**config.mk**
```make
export PLATFORM = sky130hd
export DESIGN_NAME = mlp_reg_slave
export DESIGN_NICKNAME = d
export VERILOG_FILES = /design/src/rtl/mlp_pkg.sv /design/src/rtl/mlp_param_bank.sv /design/src/rtl/mlp_reg_slave.sv
export SDC_FILE = /design/constraint.sdc
export NUM_CORES = 1
export LEC_CHECK = 0
export ABC_AREA = 0
export ABC_CLOCK_PERIOD_IN_PS = 7460
export CORE_ASPECT_RATIO = 1.5
export CORE_MARGIN = 8
export CORE_UTILIZATION = 33
export CTS_CLUSTER_DIAMETER = 80
export DETAILED_ROUTE_END_ITERATION = 10
export PLACE_DENSITY = 0.63
export SYNTH_ARGS = -nofsm -noshare
export SYNTH_HDL_FRONTEND = slang
export SYNTH_SLANG_ARGS = --single-unit
```
**constraint.sdc**
```tcl
create_clock -name clk -period 7.46 [get_ports clk]
set_clock_uncertainty 0.15 [all_clocks]
set_input_delay 1.865 -clock clk [delete_from_list [all_inputs] [get_ports clk]]
set_output_delay 1.865 -clock clk [all_outputs]
set_load 0.05 [all_outputs]
```
**src/rtl/mlp_pkg.sv**
```systemverilog
// Shared constants and types for the MLP register slave: bus addresses, CTRL bit map, FSM states.
package mlp_pkg;

    localparam logic [1:0] ADDR_CTRL        = 2'd0;
    localparam logic [1:0] ADDR_INPUT_FIFO  = 2'd1;
    localparam logic [1:0] ADDR_WEIGHT_FIFO = 2'd2;
    localparam logic [1:0] ADDR_OUTPUT      = 2'd3;

    localparam int unsigned CTRL_RUN_BIT       = 0;
    localparam int unsigned CTRL_DONE_BIT      = 1;
    localparam int unsigned CTRL_ERR_BIT       = 2;
    localparam int unsigned CTRL_LAYER_SEL_BIT = 3;

    typedef enum logic [1:0] {
        StIdle,
        StStart,
        StBusy
    } mlp_state_e;

endpackage

```
**src/rtl/mlp_param_bank.sv**
```systemverilog
// Sequential-load register bank: each write lands at the pointer, which then advances and wraps.
module mlp_param_bank #(
    parameter int unsigned DEPTH = 2,
    parameter int unsigned WIDTH = 16
) (
    input  logic                   clk,
    input  logic                   rst_n,
    input  logic                   wr_en,
    input  logic                   ptr_clr,
    input  logic [WIDTH-1:0]       wr_data,
    output logic [DEPTH*WIDTH-1:0] flat
);
    localparam int unsigned PtrW = (DEPTH > 1) ? $clog2(DEPTH) : 1;

    logic [PtrW-1:0]        ptr_q;
    logic [DEPTH*WIDTH-1:0] data_q;

    always_ff @(posedge clk or negedge rst_n) begin
        if (!rst_n) begin
            ptr_q  <= '0;
            data_q <= '0;
        end else if (ptr_clr) begin
            ptr_q <= '0;
        end else if (wr_en) begin
            data_q[ptr_q*WIDTH +: WIDTH] <= wr_data;
            ptr_q <= (ptr_q == PtrW'(DEPTH - 1)) ? '0 : ptr_q + PtrW'(1);
        end
    end

    assign flat = data_q;

endmodule

```
**src/rtl/mlp_reg_slave.sv**
```systemverilog
// Host register front-end for the MLP core: parameter banks, CTRL/ERR/irq, start/done sequencing.
module mlp_reg_slave
    import mlp_pkg::*;
#(
    parameter int unsigned N_INPUTS  = 2,
    parameter int unsigned N_HIDDEN  = 4,
    parameter int unsigned N_OUTPUT  = 1,
    parameter int unsigned IN_WIDTH  = 16,
    parameter int unsigned WGT_WIDTH = 16,
    parameter int unsigned OUT_WIDTH = 16
) (
    input  logic                                       clk,
    input  logic                                       rst_n,
    input  logic                                       write_en,
    input  logic [1:0]                                 addr,
    input  logic [31:0]                                writedata,
    output logic [31:0]                                readdata,
    output logic                                       irq,
    output logic                                       core_start,
    input  logic                                       core_done,
    input  logic [OUT_WIDTH-1:0]                       core_result,
    output logic [N_INPUTS*IN_WIDTH-1:0]               x_flat,
    output logic [N_HIDDEN*(N_INPUTS+1)*WGT_WIDTH-1:0] w1_flat,
    output logic [N_OUTPUT*(N_HIDDEN+1)*WGT_WIDTH-1:0] w2_flat
);
    localparam int unsigned W1Depth = N_HIDDEN * (N_INPUTS + 1);
    localparam int unsigned W2Depth = N_OUTPUT * (N_HIDDEN + 1);

    mlp_state_e           state_q;
    logic                 core_start_q, done_q, irq_q, err_q, layer_q;
    logic [OUT_WIDTH-1:0] result_q;
    logic [31:0]          readdata_q;

    logic busy, wr_ctrl, wr_in, wr_wgt, wr_out, run_req, new_layer;
    logic unused_wd;

    assign busy      = (state_q != StIdle);
    assign wr_ctrl   = write_en && (addr == ADDR_CTRL);
    assign wr_in     = write_en && (addr == ADDR_INPUT_FIFO);
    assign wr_wgt    = write_en && (addr == ADDR_WEIGHT_FIFO);
    assign wr_out    = write_en && (addr == ADDR_OUTPUT);
    assign new_layer = writedata[CTRL_LAYER_SEL_BIT];
    assign run_req   = wr_ctrl && writedata[CTRL_RUN_BIT] && !busy;
    assign unused_wd = ^writedata;

    mlp_param_bank #(.DEPTH(N_INPUTS), .WIDTH(IN_WIDTH)) u_x_bank (
        .clk     (clk),
        .rst_n   (rst_n),
        .wr_en   (wr_in && !busy),
        .ptr_clr (1'b0),
        .wr_data (writedata[IN_WIDTH-1:0]),
        .flat    (x_flat)
    );

    // A layer switch rewinds only the bank being switched to.
    mlp_param_bank #(.DEPTH(W1Depth), .WIDTH(WGT_WIDTH)) u_w1_bank (
        .clk     (clk),
        .rst_n   (rst_n),
        .wr_en   (wr_wgt && !busy && !layer_q),
        .ptr_clr (wr_ctrl && layer_q && !new_layer),
        .wr_data (writedata[WGT_WIDTH-1:0]),
        .flat    (w1_flat)
    );

    mlp_param_bank #(.DEPTH(W2Depth), .WIDTH(WGT_WIDTH)) u_w2_bank (
        .clk     (clk),
        .rst_n   (rst_n),
        .wr_en   (wr_wgt && !busy && layer_q),
        .ptr_clr (wr_ctrl && !layer_q && new_layer),
        .wr_data (writedata[WGT_WIDTH-1:0]),
        .flat    (w2_flat)
    );

    always_ff @(posedge clk or negedge rst_n) begin
        if (!rst_n) begin
            state_q      <= StIdle;
            core_start_q <= 1'b0;
            done_q       <= 1'b0;
            irq_q        <= 1'b0;
            result_q     <= '0;
        end else begin
            core_start_q <= 1'b0;
            if (wr_out) irq_q <= 1'b0;
            case (state_q)
                StIdle: begin
                    if (run_req) begin
                        state_q      <= StStart;
                        core_start_q <= 1'b1;
                        done_q       <= 1'b0;
                        irq_q        <= 1'b0;
                    end
                end
                StStart: state_q <= StBusy;
                StBusy: begin
                    if (core_done) begin
                        result_q <= core_result;
                        done_q   <= 1'b1;
                        irq_q    <= 1'b1;
                        state_q  <= StIdle;
                    end
                end
                default: state_q <= StIdle;
            endcase
        end
    end

    // ERR clear and set in the same write: the set wins, since that write was itself rejected.
    always_ff @(posedge clk or negedge rst_n) begin
        if (!rst_n) begin
            err_q   <= 1'b0;
            layer_q <= 1'b0;
        end else begin
            if (wr_ctrl) layer_q <= new_layer;
            if (busy && (wr_in || wr_wgt || (wr_ctrl && writedata[CTRL_RUN_BIT]))) begin
                err_q <= 1'b1;
            end else if (wr_ctrl && writedata[CTRL_ERR_BIT]) begin
                err_q <= 1'b0;
            end
        end
    end

    always_ff @(posedge clk or negedge rst_n) begin
        if (!rst_n) begin
            readdata_q <= '0;
        end else begin
            case (addr)
                ADDR_CTRL:   readdata_q <= {28'd0, layer_q, err_q, done_q, busy};
                ADDR_OUTPUT: readdata_q <= {{(32-OUT_WIDTH){result_q[OUT_WIDTH-1]}}, result_q};
                default:     readdata_q <= '0;
            endcase
        end
    end

    assign readdata   = readdata_q;
    assign irq        = irq_q;
    assign core_start = core_start_q;

endmodule

```
==> results.toml <==
[setup_path]
cp_top_family = "compound AO/OA/AOI/OAI gates"
cp_data_arrival_time_ns = 4.71
worst_path_largest_cell_delay_ns = 0.90
endpoint_kind = "flop"
critical_path_s_slowest_cell = "o2111a_1"
r2r.worst_path.cells = 6
worst-setup-path-type = "in -> reg"
timing.critical_path.cells = "clkdlybuf4s50_1 > inv_1 > ha_1 > and4bb_2 > and4b_1 > o2111a_1 > mux2_2"
rr_endpoint = "u_w1_bank.flat[98]$_DFFE_PN0P_"
cp_num_buf_inv = 2
r2r_slack_ns = 3.90
setup_crit_start_kind = "primary input"
path_max_fanout = 16
timing.critical_path.required_ns = 7.72
r2r_start = "u_w1_bank.ptr_q[3]$_DFFE_PN0P_"

[status]
run_status = "completed"

[place]
gp_congestion = 0.7492
placement.io_buffers = 375
detailedPlacementHpwl_mm = 30.01
postPlaceCellArea_sq_um = 18050

[synth]
post-synth-top-area-fraction = 0.6300
net_count_after_synthesis = 990
yosys_register_bits = 351
yosys.cell_types.count = 53
synth_top_flop_cell = "dfrtp_1"
yosysTopAreaCell = "dfrtp_1"
syn-mean-instance-area_sq_um = 15.07
yosysSeqAreaShare = 0.6300
synthTopCellsByArea = "dfrtp_1 (63%), mux2_2 (25%), buf_4 (1.1%)"
postSynthCellCount = 925
post_synth_most_frequent_cells = "dfrtp_1 (351), mux2_2 (312), clkbuf_1 (37)"
asyncSetResetFlopFracSynth = 1.000
ys.warnings.count = 0
synth_edf_count = 0
mappedNetlistArea_sq_um = 13940
post-synth-top-count-cell = "dfrtp_1"

[drt]
via_per_inst = 4.682
detailroute.via_count = 8695
postRouteAntennaNets = 0
drt-initial-drc-count = 398
drt-pass1-iter-count = 4
drt_drc_violations_left = 0
wire_per_inst_microns = 22.93
finalWirelength_mm = 42.58

[min_path]
hold_path_cells = 1
hold_path.class = "reg -> reg"
holdPathEnd = "readdata[9]$_DFF_PN0_"
holdCritStartpoint = "result_q[9]$_DFFE_PN0P_"

[clock_network]
cts_setup_buffers = 0
ctsResizeCount = 0
clock_tree.root_cell = "clkbuf_16"
tritoncts.num_buffers = 37
cts_tree = "built"
cts_buffer_depth = 3
number_of_h_tree_levels = 2
cts_hold_buf = 0
clkLatencyLatePin_ns = 0.54
clk_pin_slew_ns = 0.06
clock-sinks = 351

[cells_and_area]
stdcell_area_sq_um = 19370
final_layout_size_suffix_gt1_frac = 0.3145
areaGrowthSynthToFinish_pct = 38.92
final_net_count = 1328
n_fill_cell = 3816

[power_and_ir_drop]
p_leak_nw = 8.914
vdd.ir_drop.worst_uv = 255.4
power-per-cell-area_nw_per_um2 = 361.1

[sta]
worstMarginPinSlew_ns = 1.121
setup_viol_count_final = 0
final_min_period_over_clock_period = 0.5971
hold_viol_final = 0
fin_setup_tns_ns = 0
maximum_operating_frequency_mhz = 224.5
finalMaxSlewViolations = 0
relSlewSlack = 0.2517
rsz_0062_raised_after_global_routing = "false"
finalCriticalPeriod_ns = 4.454

[floorplan]
design.die.area_sq_um = 49220
design.portCount = 392
starting_density = 0.3327
fp.coreArea_sq_um = 41900
std_cell_rows = 92
die-height_microns = 267.7
die_width_microns = 183.8

[global_route]
track_usage = 0.1713
via_count_of_the_first_global_routing_pass = 9451
grt_overflow_total = 0
first_pass_grt_wire_length_mm = 63.08
grt_antenna_before_repair = 2
grt_start_max_net_pins = 169

[job]
cap_viol_max_count = 0
-- worst max-delay path by stage --
stage                        from                              to  slack [ns]  cells past startpoint
final                     addr[0]  u_w2_bank.flat[37]$_DFFE_PN0P_        3.01                      7
after floorplan           addr[0]  u_w2_bank.flat[38]$_DFFE_PN0P_        3.66                      8
after CTS                 addr[0]  u_w2_bank.flat[37]$_DFFE_PN0P_        2.97                      7
after global placement    addr[0]  u_w2_bank.flat[41]$_DFFE_PN0P_        2.47                      7
after global routing      addr[0]  u_w2_bank.flat[37]$_DFFE_PN0P_        2.80                      7
after detailed placement  addr[0]  u_w2_bank.flat[37]$_DFFE_PN0P_        2.42                      7
-- state kept, by name, indices dropped and copies added (netlist names), 2 cells and up --
signal	cells
state_q	2
readdata	16
u_w2_bank.ptr_q	3
result_q	16
u_w1_bank.ptr_q	4
u_x_bank.flat	32
u_w2_bank.flat	80
u_w1_bank.flat	192
-- worst register-to-register path, delay by kind of cell (launching register included) --
family          cells  cell delay (ns)
buf+inv             1             0.14
mux                 1             0.44
fa+ha+maj           1             0.37
compound gates      1             0.22
flops               1             0.88
simple gates        2             1.25
-- metal layers --
metal	part of all wire	vias up	GRT usage
met1	0.37	4479	0.1857
met3	0.065	66	0.04343
met5	0	-	0
met2	0.53	271	0.3140
li1	-	3879	-
met4	0.035	0	0.06885
-- placed cells by master (no fill, tap or decap), types with 8 or more instances in the layout --
cell type          n
and2_1            12
buf_4              8
clkbuf_16         38
clkbuf_8           9
clkdlybuf4s50_1  374
dfrtp_1          351
ha_1              11
inv_1             10
mux2_2           312
nand2_1           31
nor2_1            12
nor2b_1           17
o21ai_0           19
-- power by group --
part / switching (W) / leakage (nW) / internal [W]
logic: 0.00168 / 3.52 / 0.000878
registers: 0.000218 / 4.75 / 0.00226
clock network: 0.000783 / 0.643 / 0.00118
-- cells by family (layout without fill, tap and decap cells) --
kind of cell	Yosys count	after routing	share of synthesized area
mux	313	313	0.2527
flops	351	351	0.6300
xor+xnor	2	2	0.001257
compound gates	35	35	0.01606
other cells	0	2	0
buf+inv	95	461	0.03527
simple gates	118	118	0.05483
fa+ha+maj	11	11	0.009872
-- stage by stage --
step / power [W] / hold WS [ns] / worst slack, ns / std cells / utilization
3_3_place_gp: 0.005060 / 0.3076 / 2.472 / 1788 / 0.4308
6_report: 0.006994 / 0.3302 / 3.006 / 1857 / 0.4623
5_1_grt: 0.007296 / 0.3446 / 2.803 / 1856 / 0.4622
4_1_cts: 0.007098 / 0.3324 / 2.969 / 1855 / 0.4621
3_5_place_dp: 0.005100 / 0.3158 / 2.417 / 1788 / 0.4308
2_1_floorplan: 0.004153 / 0.2974 / 3.655 / 925 / -
-- cell type report --
| class | count | area (sq um) | share of cell area |
|---|---|---|---|
| antenna | 2 | 5.005 | 0.0002584 |
| clock buffer | 52 | 1094 | 0.05646 |
| clock inverter | 15 | 220.2 | 0.01137 |
| inverter | 10 | 37.54 | 0.001938 |
| multi-input combinational | 479 | 4684 | 0.2419 |
| sequential | 351 | 8783 | 0.4535 |
| tap | 564 | 705.7 | 0.03643 |
| timing repair buffer | 384 | 3839 | 0.1982 |
Power figures use the tool's default switching activity.
